[src/rtl/bram_stream_reader_pkg.sv]
// rtl/bram_stream_reader_pkg.sv - shared types, FIFO depth and ones-complement add for bram_stream_reader
package bram_stream_reader_pkg;

  typedef enum logic [1:0] {
    IDLE  = 2'd0,
    READ  = 2'd1,
    DRAIN = 2'd2,
    DONE  = 2'd3
  } state_e;

  localparam int FIFO_DEPTH = 2;

  function automatic logic [15:0] ones_add(input logic [15:0] a, input logic [15:0] b);
    logic [16:0] s;
    s = {1'b0, a} + {1'b0, b};
    return s[15:0] + {15'd0, s[16]};
  endfunction

endpackage

[src/rtl/bram_stream_reader_if.sv]
// rtl/bram_stream_reader_if.sv - output beat stream of bram_stream_reader (master drives, slave sinks)
interface bram_stream_reader_if #(
  parameter int DATA_WIDTH  = 64,
  parameter int BYTES_WIDTH = 3
);
  logic                   tvalid;
  logic [DATA_WIDTH-1:0]  tdata;
  logic                   tlast;
  logic [BYTES_WIDTH-1:0] tbytes;
  logic                   tready;

  modport master (output tvalid, tdata, tlast, tbytes, input tready);
  modport slave  (input tvalid, tdata, tlast, tbytes, output tready);
endinterface

[src/rtl/bram_stream_reader_skid_fifo2.sv]
// rtl/bram_stream_reader_skid_fifo2.sv - 2-entry FIFO holding data/last/bytes with synchronous flush
module skid_fifo2
  import bram_stream_reader_pkg::*;
#(
  parameter int DATA_WIDTH  = 64,
  parameter int BYTES_WIDTH = 3
) (
  input  logic                   i_clk,
  input  logic                   i_areset_n,
  input  logic                   i_flush,
  input  logic                   i_push,
  input  logic [DATA_WIDTH-1:0]  i_data,
  input  logic                   i_last,
  input  logic [BYTES_WIDTH-1:0] i_bytes,
  input  logic                   i_pop,
  output logic [DATA_WIDTH-1:0]  o_data,
  output logic                   o_last,
  output logic [BYTES_WIDTH-1:0] o_bytes,
  output logic                   o_full,
  output logic                   o_empty
);

  logic [DATA_WIDTH-1:0]  data_q  [FIFO_DEPTH];
  logic [BYTES_WIDTH-1:0] bytes_q [FIFO_DEPTH];
  logic [FIFO_DEPTH-1:0]  last_q;
  logic                   wr_ptr_q, rd_ptr_q;
  logic [1:0]             count_q;
  logic                   do_push, do_pop;

  assign o_full  = (count_q == 2'd2);
  assign o_empty = (count_q == 2'd0);
  assign do_pop  = i_pop & ~o_empty;
  assign do_push = i_push & (~o_full | i_pop);

  // Head entry is read in place so it stays stable until popped.
  assign o_data  = data_q[rd_ptr_q];
  assign o_last  = last_q[rd_ptr_q];
  assign o_bytes = bytes_q[rd_ptr_q];

  always_ff @(posedge i_clk or negedge i_areset_n) begin
    if (!i_areset_n) begin
      for (int i = 0; i < FIFO_DEPTH; i++) begin
        data_q[i]  <= '0;
        bytes_q[i] <= '0;
      end
      last_q   <= '0;
      wr_ptr_q <= 1'b0;
      rd_ptr_q <= 1'b0;
      count_q  <= 2'd0;
    end else if (i_flush) begin
      wr_ptr_q <= 1'b0;
      rd_ptr_q <= 1'b0;
      count_q  <= 2'd0;
    end else begin
      if (do_push) begin
        data_q[wr_ptr_q]  <= i_data;
        last_q[wr_ptr_q]  <= i_last;
        bytes_q[wr_ptr_q] <= i_bytes;
        wr_ptr_q          <= ~wr_ptr_q;
      end
      if (do_pop) rd_ptr_q <= ~rd_ptr_q;
      count_q <= count_q + {1'b0, do_push} - {1'b0, do_pop};
    end
  end

endmodule

[src/rtl/bram_stream_reader.sv]
// rtl/bram_stream_reader.sv - frame reader from a 1-cycle-latency BRAM port to a beat stream
// Optional ones-complement checksum output enabled by BRAM_STREAM_READER_CSUM_EN.
module bram_stream_reader
  import bram_stream_reader_pkg::*;
#(
  parameter int ADDR_WIDTH  = 8,
  parameter int DATA_WIDTH  = 64,
  parameter int BYTES_WIDTH = 3
) (
  input  logic                   i_clk,
  input  logic                   i_areset_n,
  input  logic                   i_start,
  input  logic                   i_abort,
  input  logic [ADDR_WIDTH-1:0]  i_base_addr,
  input  logic [ADDR_WIDTH:0]    i_word_count,
  input  logic [BYTES_WIDTH-1:0] i_last_bytes,
  output logic                   o_ram_en,
  output logic [ADDR_WIDTH-1:0]  o_ram_addr,
  input  logic [DATA_WIDTH-1:0]  i_ram_data,
  bram_stream_reader_if.master   strm,
  output logic                   o_busy,
  output logic                   o_done
`ifdef BRAM_STREAM_READER_CSUM_EN
  ,
  output logic [15:0]            o_csum
`endif
);

  state_e                 state_q, state_d;
  logic [ADDR_WIDTH-1:0]  addr_q, addr_d;
  logic [ADDR_WIDTH:0]    left_q, left_d;
  logic [BYTES_WIDTH-1:0] last_bytes_q, last_bytes_d;
  logic                   inflight_q, inflight_last_q;
  logic                   fifo_full, fifo_empty;
  logic [1:0]             fifo_occ, used;
  logic                   abort_act, pop, issue, last_issue, start_acc;

  assign start_acc  = (state_q == IDLE) & i_start;
  assign abort_act  = i_abort & (state_q != IDLE);
  assign pop        = strm.tvalid & strm.tready & ~abort_act;
  assign fifo_occ   = fifo_full ? 2'd2 : (fifo_empty ? 2'd0 : 2'd1);
  // A beat popped this cycle frees its slot in time for a new read, giving full rate.
  assign used       = fifo_occ + {1'b0, inflight_q} - {1'b0, pop};
  assign issue      = (state_q == READ) & ~i_abort & (used < 2'd2);
  assign last_issue = issue & (left_q == (ADDR_WIDTH+1)'(1));

  always_ff @(posedge i_clk or negedge i_areset_n) begin
    if (!i_areset_n) state_q <= IDLE;
    else             state_q <= state_d;
  end

  always_comb begin
    state_d = state_q;
    case (state_q)
      IDLE:  if (i_start) state_d = (i_word_count == '0) ? DONE : READ;
      READ:  if (last_issue) state_d = DRAIN;
      DRAIN: if (~inflight_q & (fifo_empty | (~fifo_full & pop))) state_d = DONE;
      DONE:  state_d = IDLE;
      default: state_d = IDLE;
    endcase
    if (abort_act && state_q != DONE) state_d = DONE;
  end

  always_comb begin
    o_ram_en   = issue;
    o_ram_addr = addr_q;
    o_busy     = (state_q != IDLE);
    o_done     = (state_q == DONE);
  end

  always_comb begin
    addr_d       = addr_q;
    left_d       = left_q;
    last_bytes_d = last_bytes_q;
    if (start_acc) begin
      addr_d       = i_base_addr;
      left_d       = i_word_count;
      last_bytes_d = i_last_bytes;
    end else if (issue) begin
      addr_d = addr_q + 1'b1;
      left_d = left_q - 1'b1;
    end
  end

  always_ff @(posedge i_clk or negedge i_areset_n) begin
    if (!i_areset_n) begin
      addr_q          <= '0;
      left_q          <= '0;
      last_bytes_q    <= '0;
      inflight_q      <= 1'b0;
      inflight_last_q <= 1'b0;
    end else begin
      addr_q          <= addr_d;
      left_q          <= left_d;
      last_bytes_q    <= last_bytes_d;
      inflight_q      <= issue;
      inflight_last_q <= last_issue;
    end
  end

  assign strm.tvalid = ~fifo_empty;

  skid_fifo2 #(
    .DATA_WIDTH  (DATA_WIDTH),
    .BYTES_WIDTH (BYTES_WIDTH)
  ) u_fifo (
    .i_clk      (i_clk),
    .i_areset_n (i_areset_n),
    .i_flush    (abort_act),
    .i_push     (inflight_q),
    .i_data     (i_ram_data),
    .i_last     (inflight_last_q),
    .i_bytes    (inflight_last_q ? last_bytes_q : '0),
    .i_pop      (pop),
    .o_data     (strm.tdata),
    .o_last     (strm.tlast),
    .o_bytes    (strm.tbytes),
    .o_full     (fifo_full),
    .o_empty    (fifo_empty)
  );

`ifdef BRAM_STREAM_READER_CSUM_EN
  logic [15:0] csum_q, csum_d, lane;

  // Lanes are big-endian 16-bit slices from the MSB; tbytes counts valid bytes from the MSB.
  always_comb begin
    csum_d = csum_q;
    lane   = '0;
    if (start_acc) begin
      csum_d = '0;
    end else if (pop) begin
      for (int l = 0; l < DATA_WIDTH/16; l++) begin
        lane = strm.tdata[DATA_WIDTH-1-16*l -: 16];
        if (strm.tbytes != '0) begin
          if (2*l >= int'(strm.tbytes))        lane = '0;
          else if (2*l+1 >= int'(strm.tbytes)) lane[7:0] = '0;
        end
        csum_d = ones_add(csum_d, lane);
      end
    end
  end

  always_ff @(posedge i_clk or negedge i_areset_n) begin
    if (!i_areset_n) csum_q <= '0;
    else             csum_q <= csum_d;
  end

  assign o_csum = csum_q;
`endif

endmodule
[src/flat_wrapper.sv]
// flat-port wrapper written by rule: the top's interface ports become plain ports
module bram_stream_reader_flat import bram_stream_reader_pkg::*;
#(
  parameter int ADDR_WIDTH  = 8,
  parameter int DATA_WIDTH  = 64,
  parameter int BYTES_WIDTH = 3
)
  (i_clk, i_areset_n, i_start, i_abort, i_base_addr, i_word_count, i_last_bytes, o_ram_en, o_ram_addr, i_ram_data, o_busy, o_done, strm_tvalid, strm_tdata, strm_tlast, strm_tbytes, strm_tready);
  bram_stream_reader_if #(.DATA_WIDTH(DATA_WIDTH), .BYTES_WIDTH(BYTES_WIDTH)) strm_i ();
  input  logic i_clk;
  input  logic i_areset_n;
  input  logic i_start;
  input  logic i_abort;
  input  logic [ADDR_WIDTH-1:0] i_base_addr;
  input  logic [ADDR_WIDTH:0] i_word_count;
  input  logic [BYTES_WIDTH-1:0] i_last_bytes;
  output logic o_ram_en;
  output logic [ADDR_WIDTH-1:0] o_ram_addr;
  input  logic [DATA_WIDTH-1:0] i_ram_data;
  output logic o_busy;
  output logic o_done;
  output wire logic [$bits(strm_i.tvalid)-1:0] strm_tvalid;
  output wire logic [$bits(strm_i.tdata)-1:0] strm_tdata;
  output wire logic [$bits(strm_i.tlast)-1:0] strm_tlast;
  output wire logic [$bits(strm_i.tbytes)-1:0] strm_tbytes;
  input wire logic [$bits(strm_i.tready)-1:0] strm_tready;
  assign strm_tvalid = strm_i.tvalid;
  assign strm_tdata = strm_i.tdata;
  assign strm_tlast = strm_i.tlast;
  assign strm_tbytes = strm_i.tbytes;
  assign strm_i.tready = strm_tready;
  bram_stream_reader #(.ADDR_WIDTH(ADDR_WIDTH), .DATA_WIDTH(DATA_WIDTH), .BYTES_WIDTH(BYTES_WIDTH)) u_core (.i_clk(i_clk), .i_areset_n(i_areset_n), .i_start(i_start), .i_abort(i_abort), .i_base_addr(i_base_addr), .i_word_count(i_word_count), .i_last_bytes(i_last_bytes), .o_ram_en(o_ram_en), .o_ram_addr(o_ram_addr), .i_ram_data(i_ram_data), .strm(strm_i), .o_busy(o_busy), .o_done(o_done));
endmodule
[config.mk]
export PLATFORM = sky130hd
export DESIGN_NAME = bram_stream_reader_flat
export DESIGN_NICKNAME = d
export VERILOG_FILES = /design/src/rtl/bram_stream_reader_pkg.sv /design/src/rtl/bram_stream_reader_if.sv /design/src/rtl/bram_stream_reader_skid_fifo2.sv /design/src/rtl/bram_stream_reader.sv /design/src/flat_wrapper.sv
export SDC_FILE = /design/constraint.sdc
export NUM_CORES = 1
export LEC_CHECK = 0
export ABC_AREA = 1
export CORE_UTILIZATION = 45
export DETAILED_ROUTE_END_ITERATION = 10
export HOLD_SLACK_MARGIN = 0.03
export PLACE_DENSITY = 0.73
export SYNTH_ARGS = -nofsm -noshare
export SYNTH_HDL_FRONTEND = slang
export SYNTH_SLANG_ARGS = --single-unit
[constraint.sdc]
create_clock -name i_clk -period 3.2 [get_ports i_clk]
set_input_delay 0.64 -clock i_clk [delete_from_list [all_inputs] [get_ports i_clk]]
set_output_delay 0.64 -clock i_clk [all_outputs]
set_load 0.05 [all_outputs]
* After elaboration in Yosys (flattened, before gate mapping)
Index checks and enable logic that the tools add are counted.
Storage, ports and cells: register bits 164, input port bits 89, output and inout bits 80
Operators by class: $add $sub $neg 6, magnitude comparators 7, equality and inequality tests 9, mux-type cells 35, bitwise gates (word level) 22, reduce and logical (&&, ||, !) cells 12
Operators by type and width (number):
- 64-bit 2-to-1 mux | 4
- 128-bit bitwise mux | 1
- 64-bit demux with 1-bit select | 1
- 9-bit 2-to-1 mux | 2
- 8-bit 2-to-1 mux | 2
- 3-bit 2-to-1 mux | 5
- 2-bit 2-to-1 mux | 7
- 1-bit bitwise AND | 11
- 9-bit by 1-bit == test with 1-bit output (second input constant) | 1
- 9-bit zero test | 1
- 9-bit by 1-bit subtractor with 9-bit output (second input constant) | 1
- 8-bit by 1-bit adder with 8-bit output (second input constant) | 1
- 1-bit 2-to-1 mux | 8
- 2-bit one-hot mux with 4 select lines | 1
- 2-bit nonzero test | 4
- 1-bit inverter | 7
- 6-bit bitwise mux | 1
- 2-bit == test (second input constant) | 3
- 2-bit by 1-bit adder with 2-bit output | 2
- 2-bit >= comparator (second input constant) | 2
- 2-bit zero test | 2
- 1-bit by 2-bit < comparator with 1-bit output (second input constant) | 2
- 1-bit inverter with 2-bit output | 2
- 2-bit by 1-bit subtractor with 2-bit output | 2
- 15 further kinds | 18

* Logic depth before layout (Yosys ltp)
Gate-level depths: netlist of the first run.
word-level depth 11, depth in mapped cells 16, gate-level depth less buffers 15

* Cells and area by module
From an unflattened synthesis of the first run, not the netlist that was laid out.
Unflattened totals: cell total of the unflattened synthesis 1069, area total of the unflattened synthesis 8237.9 um^2
By module, submodules not included:
- skid_fifo2 | instances 1, cells each 858, area an instance 6633.9 um^2, seq. area each 3503.4 um^2
- bram_stream_reader | instances 1, cells each 211, area an instance 1604.0 um^2, seq. area each 600.6 um^2

* Least setup slack after synthesis of the first run
No wires, ideal clock.
path kind flip-flop to output port, start point register u_core.state_q[0], end point output o_ram_en, arrival time 2064 ps, slack 496 ps, cell stages (with the launch flop) 13, buffers on the path 0, cells stage by stage dfrtp_1 -> inv_1 -> ha_1 -> inv_2 -> nand2_4 -> nand2_4 -> nor2_1 -> ha_1 -> nand2_1 -> o21ai_0 -> nand2_1 -> nand3_1 -> inv_1
Between the ends: word-level cells in the longest chain between the ends 7, elaborated cells between the ends (all ways) 9, classes of those cells 1 x add/sub; 1 x order compare; 1 x eq/ne; 5 x bitwise; 1 x reduce/logical
RTL lines:
- from (decl) | RTL line bram_stream_reader.sv:29 | state_e state_q, state_d;
- from (signal assigned) | RTL line bram_stream_reader.sv:49 | else state_q <= state_d;
- 2-bit nonzero test
- via o_busy | RTL line flat_wrapper.sv:20 | output logic o_busy;
- 1-bit bitwise AND | RTL line bram_stream_reader.sv:39 | assign abort_act = i_abort & (state_q != IDLE);
- 1-bit inverter (no line)
- 1-bit bitwise AND | RTL line bram_stream_reader.sv:40 | assign pop = strm.tvalid & strm.tready & ~abort_act;
- 2-bit by 1-bit subtractor with 2-bit output | RTL line bram_stream_reader.sv:43 | assign used = fifo_occ + {1'b0, inflight_q} - {1'b0, pop};
- 2-bit < comparator | RTL line bram_stream_reader.sv:44 | assign issue = (state_q == READ) & ~i_abort & (used < 2'd2);
- 1-bit bitwise AND | RTL line bram_stream_reader.sv:44
- to (decl) | RTL line flat_wrapper.sv:17 | output logic o_ram_en;
The timed path passes the listed nets, and every way through them passes these cells.

* Worst setup path in the final report of the first run
start point register u_core.u_fifo.rd_ptr_q, end point output strm_tdata[1]
Between the ends: word-level cells in the longest chain between the ends 4
RTL lines:
- from (decl) | RTL line bram_stream_reader_skid_fifo2.sv:26 | logic wr_ptr_q, rd_ptr_q;
- from (signal assigned) | RTL line bram_stream_reader_skid_fifo2.sv:61 | if (do_pop) rd_ptr_q <= ~rd_ptr_q;
- 1-bit inverter with 2-bit output (not written as such) | RTL line bram_stream_reader_skid_fifo2.sv:36 | assign o_data = data_q[rd_ptr_q];
- 64-bit 2-to-1 mux (not written as such) (3 in a row) | RTL line bram_stream_reader_skid_fifo2.sv:36
- to (decl) | RTL line flat_wrapper.sv:23 | output wire logic [$bits(strm_i.tdata)-1:0] strm_tdata;
Every way passes these cells. The select of a mux whose other input is x is not followed.

==> results of run 1 <==
layer usage:
metal | vias up | wire, um
li1 | 2943 | -
met1 | 2726 | 7740
met2 | 161 | 7380
met3 | 18 | 935
met4 | 0 | 212
met5 | - | 0
flip-flops by register name, summed over array words and instances, names as in the netlist:
register	count
u_core.u_fifo.count_q	2
u_core.u_fifo.bytes_q	6
u_core.state_q	2
u_core.inflight_last_q	1
u_core.u_fifo.rd_ptr_q	1
u_core.u_fifo.data_q	128
u_core.inflight_q	1
u_core.u_fifo.wr_ptr_q	1
u_core.left_q	9
u_core.last_bytes_q	3
u_core.u_fifo.last_q	2
u_core.o_ram_addr	8
critical path, cell delays in order (launching register included):
cell             delay, ps
dfrtp_4                630
buf_12                 240
mux2_2                 360
clkdlybuf4s50_1        740
cell families (layout without fill, tap and decap cells):
family | Yosys count | in the layout | synth area share
multiplexers | 68 | 68 | 0.101
XOR/XNOR | 13 | 13 | 0.0151
AND/OR/NAND/NOR | 287 | 287 | 0.153
adder cells (fa/ha/maj) | 10 | 10 | 0.0165
AO/OA/AOI/OAI | 148 | 148 | 0.0990
flip-flops | 164 | 164 | 0.543
buffers and inverters | 132 | 302 | 0.0728
where the power goes:
part	internal, W	leakage [nW]	total [W]	switching (W)
logic	0.00219	2.47	0.00584	0.00365
clock network	0.00132	0.294	0.00212	0.000803
registers	0.00301	2.07	0.00358	0.000569
worst min-delay path by stage:
stage	end	slack, ps	from
detailed placement	u_core.last_bytes_q[1]	470	u_core.last_bytes_q[1]
CTS	u_core.u_fifo.data_q[51]	270	i_areset_n
finish	u_core.u_fifo.data_q[51]	240	i_areset_n
floorplan	u_core.inflight_last_q	340	i_areset_n
global route	u_core.u_fifo.data_q[115]	290	i_areset_n
global placement	u_core.u_fifo.data_q[6]	460	u_core.u_fifo.data_q[6]
layout make-up:
cell class              count  share of cell area
flip-flops and latches    164               0.404
multi-input cells         526               0.289
repair buffers            180               0.184
clock buffers              18              0.0432
inverters                  91              0.0336
well taps                 220              0.0271
clock inverters            13              0.0180
repair_timing:
| item | CTS | global route |
|---|---|---|
| endpoints found under the hold margin | 0 | 0 |
| hold buffers | 0 | 0 |
| gates resized for setup | 0 | 4 |
| setup endpoints to repair | 0 | 1 |
metrics by stage:
step / power, W / hold WS (ps)
6_report: 0.0115 / 244
5_1_grt: 0.0123 / 288
4_1_cts: 0.0116 / 270
3_5_place_dp: 0.00943 / 468
3_3_place_gp: 0.00934 / 460
2_1_floorplan: 0.00766 / 344
placed cells by master (no fill, tap or decap), types with 17 or more instances in the layout:
| master | Yosys | final |
|---|---|---|
| nor2_1 | 28 | 28 |
| inv_1 | 90 | 89 |
| nand2_1 | 226 | 226 |
| mux2_2 | 68 | 68 |
| clkdlybuf4s50_1 | 0 | 166 |
| o21ai_0 | 113 | 113 |
| clkbuf_16 | 0 | 17 |
| dfrtp_1 | 164 | 163 |
| nand3_1 | 20 | 19 |
| o21ai_1 | 31 | 31 |
==> results.py, run 1 <==
metrics = {
    "sta": {
        "fin_ws_ps": 167,
        "relSlewSlack": 0.524,
        "tightestPinTransition_ps": 715,
        "setup_viol": 0,
        "slew_viol_final": 0,
        "period_needed_ps": 3030,
        "fin_skew_ps": 6.11,
        "fin_crit_sh": 0.948,
        "hold_viol_final": 0,
        "final.setup.tns_ps": 0,
        "fmax_mhz": 330,
    },
    "final_layout": {
        "antennaDiodeCount": 0,
        "fin_nets": 1079,
        "final_util": 0.617,
        "multi_input_area_mm2": 0.00294,
        "regArea_mm2": 0.00411,
        "nFillCells": 1395,
        "syn2layout_area_growth_pct": 34.3,
        "stdcell_area_mm2": 0.0102,
        "drive_gt1_frac": 0.126,
        "final_cell_count_no_fill": 1212,
    },
    "die": {
        "start_util": 0.459,
        "fp.dieW_um": 132,
        "dieArea_mm2": 0.0173,
        "fp.coreArea_mm2": 0.0165,
        "top_level_ports": 169,
        "dieHeight_um": 132,
        "placementRows": 47,
    },
    "placed_design": {
        "pre_cts_slack_ps": 169,
        "placed_area_mm2": 0.00952,
        "placedCellCount": 1181,
        "io_buffers": 168,
        "dp_hpwl_um": 10800,
        "gp_congestion": 0.832,
    },
    "grt": {
        "grtUsageTotal": 0.198,
        "grt_pass1_vias": 5671,
        "gr-usage-met2": 0.302,
        "grt-ovfl-total": 0,
        "use_met3": 0.0413,
        "grt_first_pass_wirelength_um": 27700,
        "grt_max_degree": 137,
        "antenna_found_initial": 0,
        "busiest_layer": "met2",
        "grtUsageMet1": 0.281,
    },
    "hold_path": {
        "hold_path.class": "in2async",
    },
    "routing": {
        "dr.first_iter.drc_count": 373,
        "drc": 0,
        "vias": 5848,
        "ant_nets": 0,
        "routed_via_density": 4.83,
        "routedWlPerCell_um": 13.4,
        "wirelength_um": 16300,
        "drt_pass1_iterations": 5,
    },
    "clock_tree": {
        "cts_buffer_depth": 2,
        "cts_tree": "yes",
        "post_cts_buffers": 0,
        "cts-root-buf": "clkbuf_16",
        "htreeDepth": 4,
        "insertion_delay_ps": 420,
        "clock-sinks": 164,
        "cts.clk_slew.worst_paths_ps": 60,
        "numCtsBuffers": 17,
    },
    "logic_synthesis": {
        "yosysTopAreaCellShare": 0.543,
        "ys_warn_count": 0,
        "synth_cells": 822,
        "post-synth-top-count-cell": "nand2_1",
        "postSynthAreaPerCell_um2": 9.20,
        "synth_edf_count": 0,
        "yosys.area.top_type": "dfrtp_1",
        "synthTopCellsByArea": "dfrtp_1, nand2_1, mux2_2, o21ai_0, inv_1",
        "synth-seq-area-share": 0.543,
        "synthArstFlopShare": 1.00,
        "synth_seq_cells": 164,
        "synth_common_cells": "nand2_1, dfrtp_1, o21ai_0",
        "syn_area_mm2": 0.00756,
        "synthFlopType": "dfrtp_1",
        "synth_nets": 921,
        "synth.distinct_cells": 28,
    },
    "critical_path": {
        "timing.rr.start": "u_core.state_q[0]",
        "r2r_cells": 15,
        "endpoint": "strm_tdata[1]",
        "cp-startpoint": "u_core.u_fifo.rd_ptr_q",
        "worstPathArrival_ps": 2390,
        "r2r-end": "u_core.left_q[6]",
        "ff2ff_setup_slack_ps": 770,
        "worst_ep_required_time_ps": 2560,
        "cp-end-kind": "output pin",
        "critPathLaunchType": "flip-flop",
        "crit_type": "reg2out",
        "crit_fanout": 25,
    },
    "power_and_ir_drop": {
        "ir_drop_mv": 0.535,
        "p_leak_nw": 4.83,
        "p_per_area_mw_per_mm2": 1140,
    },
    "outcome": {
        "outcome": "finished, final reports clean",
    },
    "flow_run": {
        "cap_violations": 0,
    },
}
(Power assumes the default switching activity.)
==> inputs of run 2 (changes only) <==
- CTS_CLUSTER_SIZE: default -> 30
==> results of run 2 <==
Same layout as run 1: the final DEF is identical, and so are final timing and power.
